<file path="config.mk">
export PLATFORM = sky130hd
export DESIGN_NAME = fft8_frame_ctrl
export DESIGN_NICKNAME = d
export VERILOG_FILES = /design/src/rtl/fft8_frame_ctrl.sv
export SDC_FILE = /design/constraint.sdc
export NUM_CORES = 1
export LEC_CHECK = 0
export CORE_AREA = 2 2 238 240
export CTS_CLUSTER_DIAMETER = 50
export DETAILED_ROUTE_END_ITERATION = 12
export DIE_AREA = 0 0 240 242
export PLACE_DENSITY = 0.78
export SKIP_LAST_GASP = 1
export SYNTH_ARGS = -nofsm -noshare
export SYNTH_HDL_FRONTEND = slang
export SYNTH_SLANG_ARGS = --single-unit
</file>
<file path="constraint.sdc">
create_clock -name clk -period 21.7 [get_ports clk]
set_input_delay 2.17 -clock clk [delete_from_list [all_inputs] [get_ports clk]]
set_output_delay 2.17 -clock clk [all_outputs]
set_load 0.01 [all_outputs]
</file>
<file path="src/rtl/fft8_frame_ctrl.sv">
// Frame sequencer for an 8-point FFT core: gathers 8 complex samples, runs the
// core with a start/done handshake under a watchdog, then streams the 8 bins out.
module fft8_frame_ctrl #(
  parameter int unsigned DW      = 16,
  parameter int unsigned TIMEOUT = 1024,
  parameter int unsigned CNT_W   = 16
) (
  input  logic            clk,
  input  logic            rst,
  input  logic            in_valid,
  output logic            in_ready,
  input  logic [DW-1:0]   in_real,
  input  logic [DW-1:0]   in_imag,
  output logic            core_start,
  output logic [8*DW-1:0] core_in_real,
  output logic [8*DW-1:0] core_in_imag,
  input  logic [8*DW-1:0] core_out_real,
  input  logic [8*DW-1:0] core_out_imag,
  input  logic            core_done,
  output logic            out_valid,
  input  logic            out_ready,
  output logic [DW-1:0]   out_real,
  output logic [DW-1:0]   out_imag,
  output logic [2:0]      out_idx,
  output logic            out_last,
  output logic            busy,
  output logic            timeout_err,
  output logic [CNT_W-1:0] frame_cnt
);

  localparam int unsigned NS  = 8;
  localparam int unsigned IW  = 3;
  localparam int unsigned WDW = $clog2(TIMEOUT);
  localparam logic [WDW-1:0] WDOG_LAST = WDW'(TIMEOUT - 1);
  localparam logic [IW-1:0]  IDX_LAST  = IW'(NS - 1);

  typedef enum logic [1:0] {
    S_LOAD   = 2'd0,
    S_START  = 2'd1,
    S_WAIT   = 2'd2,
    S_UNLOAD = 2'd3
  } state_t;

  state_t state, state_d;

  logic [DW-1:0]    inbuf_re  [NS];
  logic [DW-1:0]    inbuf_im  [NS];
  logic [DW-1:0]    outbuf_re [NS];
  logic [DW-1:0]    outbuf_im [NS];
  logic [IW-1:0]    wr_idx;
  logic [IW-1:0]    rd_idx;
  logic [WDW-1:0]   wdog;

  logic in_take;
  logic out_take;
  logic capture;
  logic expire;

  // State register
  always_ff @(posedge clk) begin
    if (rst) begin
      state <= S_LOAD;
    end else begin
      state <= state_d;
    end
  end

  // Next-state decode and datapath strobes
  always_comb begin
    state_d  = state;
    in_take  = 1'b0;
    out_take = 1'b0;
    capture  = 1'b0;
    expire   = 1'b0;
    case (state)
      S_LOAD: begin
        if (in_valid) begin
          in_take = 1'b1;
          if (wr_idx == IDX_LAST) state_d = S_START;
        end
      end
      S_START: begin
        state_d = S_WAIT;
      end
      S_WAIT: begin
        // A done arriving on the expiry cycle still wins.
        if (core_done) begin
          capture = 1'b1;
          state_d = S_UNLOAD;
        end else if (wdog == WDOG_LAST) begin
          expire  = 1'b1;
          state_d = S_LOAD;
        end
      end
      S_UNLOAD: begin
        if (out_ready) begin
          out_take = 1'b1;
          if (rd_idx == IDX_LAST) state_d = S_LOAD;
        end
      end
      default: state_d = S_LOAD;
    endcase
  end

  // Sample buffers, indices, watchdog and status
  always_ff @(posedge clk) begin
    if (rst) begin
      for (int unsigned k = 0; k < NS; k++) begin
        inbuf_re[k]  <= '0;
        inbuf_im[k]  <= '0;
        outbuf_re[k] <= '0;
        outbuf_im[k] <= '0;
      end
      wr_idx      <= '0;
      rd_idx      <= '0;
      wdog        <= '0;
      timeout_err <= 1'b0;
      frame_cnt   <= '0;
    end else begin
      if (in_take) begin
        inbuf_re[wr_idx] <= in_real;
        inbuf_im[wr_idx] <= in_imag;
        wr_idx           <= (wr_idx == IDX_LAST) ? '0 : wr_idx + IW'(1);
      end
      if (state == S_START) begin
        wdog <= '0;
      end else if (state == S_WAIT) begin
        wdog <= wdog + WDW'(1);
      end
      if (capture) begin
        for (int unsigned k = 0; k < NS; k++) begin
          outbuf_re[k] <= core_out_real[DW*k +: DW];
          outbuf_im[k] <= core_out_imag[DW*k +: DW];
        end
      end
      if (expire) begin
        timeout_err <= 1'b1;
      end
      if (out_take) begin
        if (rd_idx == IDX_LAST) begin
          rd_idx    <= '0;
          frame_cnt <= frame_cnt + CNT_W'(1);
        end else begin
          rd_idx <= rd_idx + IW'(1);
        end
      end
    end
  end

  // Core inputs follow the load buffer, which only changes during LOAD.
  for (genvar k = 0; k < NS; k++) begin : g_pack
    assign core_in_real[DW*k +: DW] = inbuf_re[k];
    assign core_in_imag[DW*k +: DW] = inbuf_im[k];
  end

  assign in_ready   = (state == S_LOAD) && !rst;
  assign core_start = (state == S_START);
  assign out_valid  = (state == S_UNLOAD);
  assign out_real   = outbuf_re[rd_idx];
  assign out_imag   = outbuf_im[rd_idx];
  assign out_idx    = rd_idx;
  assign out_last   = (state == S_UNLOAD) && (rd_idx == IDX_LAST);
  assign busy       = (state != S_LOAD) || (wr_idx != '0);

endmodule

</file>
Yosys cells after proc, flatten, opt, wreduce, memory -nomap -nowiden:

Memory sizes are Yosys's and may differ from the RTL's. A register that Yosys moved wholly into a read port is not among the register bits.
Index checks and enable logic that the tools add are counted.

* latch bits: 0
* output and inout bits: 313
* RAM bits: 512
* memories kept: 4
* bits in registers: 35
* bits in read-only memories: 0
* bits of input ports: 293
* logic and storage cells: 105

* $mul: 0
* eq/ne operators: 11
* bitwise operators: 16
* shifts and indexed selects: 0
* reduce and logical (&&, ||, !) cells: 12
* $lt $le $gt $ge: 0
* divide/modulo/power cells: 0
* mux-type cells: 52
* add/subtract/negate cells: 4

Memories
* inbuf_im: depth 8, bits a word 16, read ports 8, clocked after Yosys merged registers in 0, wr ports 8, RTL line 47 `logic [DW-1:0] inbuf_im [NS];`
* inbuf_re: depth 8, bits a word 16, read ports 8, clocked after Yosys merged registers in 0, wr ports 8, RTL line 46 `logic [DW-1:0] inbuf_re [NS];`
* outbuf_im: depth 8, bits a word 16, read ports 1, clocked after Yosys merged registers in 1, wr ports 8, RTL line 49 `logic [DW-1:0] outbuf_im [NS];`
* outbuf_re: depth 8, bits a word 16, read ports 1, clocked after Yosys merged registers in 1, wr ports 8, RTL line 48 `logic [DW-1:0] outbuf_re [NS];`

Operators by type and width (number)
* two-way mux 16 bit: 18
* OR reduction 16 bit: 2
* two-way mux 3 bit: 8
* two-way mux 1 bit: 19
* adder 16 x 1 -> 16 bit (second input constant): 1
* bitwise OR 1 bit: 16
* two-way mux 2 bit: 6
* adder 10 x 1 -> 10 bit (second input constant): 1
* equality test 10 bit (second input constant): 1
* one-hot mux 2 bit (4 select lines): 1
* adder 3 x 1 -> 3 bit (second input constant): 2
* equality test 3 bit (second input constant): 2
* AND reduction 5 bit: 1
* equality test 2 bit (second input constant): 2
* != test 2 x 1 -> 1 bit (second input constant): 2
* != test 2 bit (second input constant): 2
* != test 3 bit (second input constant): 1
* nonzero test 3 bit: 1
* equality test 2 x 1 -> 1 bit (second input constant): 1
* logical AND 1 bit: 2
* zero test 2 bit: 1
* AND reduction 2 bit: 1
* nonzero test 2 bit: 1
* OR reduction 2 bit: 1
* 2 further kinds: 2

Depth between registers and ports, before layout:

* depth in word-level cells: 7
* mapped depth: 7

Worst setup path after synthesis:

No wires, ideal clock.

* path type: input to register
* from: input rst
* to: memory outbuf_im[0][0], enable pin
* library setup time: 0.663 ns
* setup slack: 11.941 ns
* path buffers: 3
* data required time: 21.037 ns
* data arrival time: 9.096 ns
* stages: 4
* cell sequence: clkbuf_1 > clkbuf_1 > clkbuf_1 > nand2b_1

RTL lines
* from (decl): RTL line 9 `input logic rst,`
* to (decl): RTL line 49

==> results_dict.tcl <==
set metrics [dict create \
    track_usage 0.2370 \
    slew_violations 0 \
    grt_pass1_vias 15110 \
    hold_slack_ns 0.5008 \
    fmax_mhz 176.6 \
    fin_setup_tns_ns 0 \
    drive_gt1_frac 0.1121 \
    clockBufferDepth 3 \
    ys_ff_latch 550 \
    io_pins 606 \
    cp.required_ns 19.53 \
    min_period_ns 5.663 \
    crit_type "reg2out" \
    cts.sinks 550 \
    drc 0 \
    area_growth_pct 39.62 \
    synth_edf_count 512 \
    postSynthNetCount 1715 \
    grt-ovfl-total 0 \
    coreArea_um2 55730 \
    ys_warn_count 0 \
    synth_common_cells "edfxtp_1 (512), and2_1 (450), clkbuf_1 (69)" \
    cts_setup_buffers 0 \
    die-area_um2 58080 \
    htree_levels 3 \
    layout.nets 2320 \
    drtIter0Drc 1089 \
    ir_drop_mv 0.07635 \
    layout.cells.non_filler 2836 \
    ant_nets 0 \
    wirelength_um 70050 \
    hpwl_um 48610 \
    ys_seq_area_frac 0.7153 \
    die_w_um 240 \
    viasPerCell 5.047 \
    first_pass_iters 4 \
    utilization 0.5651 \
    critPathMaxFanout 40 \
    rsz0062_at_grt "no" \
    grt_pass1_wl_um 100100 \
    synthDistinctLibCells 41 \
    rows 87 \
    end_kind "primary output" \
    ctsHoldBuffers 0 \
    die_h_um 242 \
    antenna_found_initial 18 \
    final_cell_area_um2 31490 \
    place_area_um2 29390 \
    setup_viol 0 \
    fillCellCount 4395 \
    numCtsBuffers 67 \
    synth_top_cell_area_share 0.6816 \
    async_flop_share 0 \
    clk_latency_ns 0.58 \
    num_vias 14310 \
    slew_headroom 0.1840 \
    cts_tree "built" \
    yosysTopAreaCell "edfxtp_1" \
    p_per_area_nw_per_um2 77.86 \
    grt_max_degree 202 \
    syn-cell-area_um2 22560 \
    finalWeightedCongestion 0.8939 \
    clk_pin_slew_worst_paths_ns 0.06 \
    synth_ff_type "edfxtp_1" \
    startpoint_type "flop" \
    dp_cells 2707 \
    syn-instance-count 1415 \
    worst_slew_pin_slew_ns 1.224 \
    synth.area.top_cells "edfxtp_1 (68%), and2_1 (12%), mux4_2 (6.4%), dfxtp_1 (3.4%), nor2b_1 (1.9%)" \
    cts-root-buf "clkbuf_16" \
    period_share 0.2609 \
    cts.repair.resized 0 \
    fin_skew_ns 0.02166 \
    timing.max_cap.violations 0 \
    start_util 0.4047 \
    hold_path_class "reg2reg" \
    hold_violations 0 \
    synth.most_common_cell "edfxtp_1" \
    port_buffers 605 \
    avgSynthCellArea_um2 15.94 \
    p_leak_nw 11.29 \
    arrival_ns 3.49 \
    wl_per_cell_um 24.70 \
    outcome "finished, final reports clean" \
]
## final cells by class
cell class / count / area [µm²] / share of cell area
antenna: 11 / 27.53 / 0.0008741
clock inverter: 31 / 275.3 / 0.008741
clock buffer: 87 / 1804 / 0.05729
tap: 756 / 945.9 / 0.03004
multi-input combinational: 779 / 6123 / 0.1944
timing repair buffer: 617 / 6156 / 0.1955
inverter: 5 / 18.77 / 0.0005959
sequential: 550 / 16140 / 0.5126
## report_power, final
| group | switching, mW | total [mW] | internal (mW) |
|---|---|---|---|
| registers | 0.0141 | 1.22 | 1.20 |
| logic | 0.0811 | 0.180 | 0.0986 |
| clock network | 0.446 | 1.06 | 0.609 |
## flip-flops by register name, summed over array words and instances, names as in the netlist, named ones only
signal,flops
wdog,10
outbuf_im,128
outbuf_re,128
inbuf_re,128
inbuf_im,128
frame_cnt,16
timeout_err,1
wr_idx,3
out_idx,3
state,2
## worst max-delay path, cell delays in order, from the launching register on
cell             delay, ns
dfxtp_4               0.68
buf_4                 0.72
mux4_2                0.65
mux2_2                0.28
clkdlybuf4s50_1       0.50
## cells by family after synthesis
family          after synthesis  share of synthesized area
buf+inv                      86                    0.01509
flops                       550                     0.7153
xor+xnor                     18                   0.006990
compound gates               21                   0.005436
simple gates                633                     0.1715
fa+ha+maj                     7                   0.003883
mux                         100                    0.08176
## metal layers
layer / part of all wire / vias up / global-route usage
li1: - / 6325 / -
met1: 0.35 / 7166 / 0.2644
met2: 0.47 / 680 / 0.3805
met3: 0.14 / 130 / 0.1212
met4: 0.032 / 12 / 0.1003
met5: 0.0011 / - / 0
## metrics by stage
stage / total power, mW / setup WS (ns)
global placement: 1.413 / 16.26
detailed placement: 1.417 / 16.30
floorplan: 1.289 / 11.94
finish: 2.452 / 16.04
global route: 2.521 / 15.80
CTS: 2.470 / 15.92
## worst paths after layout
kind	start	to	slack [ns]	cells past startpoint
setup / recovery	flop	out_imag[7]	16.04	4
hold / removal	timeout_err	timeout_err	0.50	2
setup reg to reg	state[1]	inbuf_re[0][15]	18.38	4
hold reg to reg	timeout_err	timeout_err	0.50	2
## cell usage in the layout (no fill, tap or decap), types with 6 or more instances in the layout
master	synthesis	routed
clkdlybuf4s50_1	0	604
nand2_1	17	17
dfxtp_1	38	35
nand3_1	10	10
edfxtp_1	512	512
nand4_1	7	7
xnor2_1	9	9
clkbuf_1	69	17
a21oi_1	13	13
and2_1	450	450
diode_2	0	11
nor2b_1	67	67
clkbuf_16	0	69
nor3_1	6	6
or2_2	9	9
nor2_1	38	31
clkinv_1	0	9
nor2_2	0	6
mux4_2	64	64
xor2_1	9	9
mux2_2	34	34
buf_4	2	12
inv_6	0	7
ha_1	7	7
Note: power is estimated with default switching activity, not from simulation.
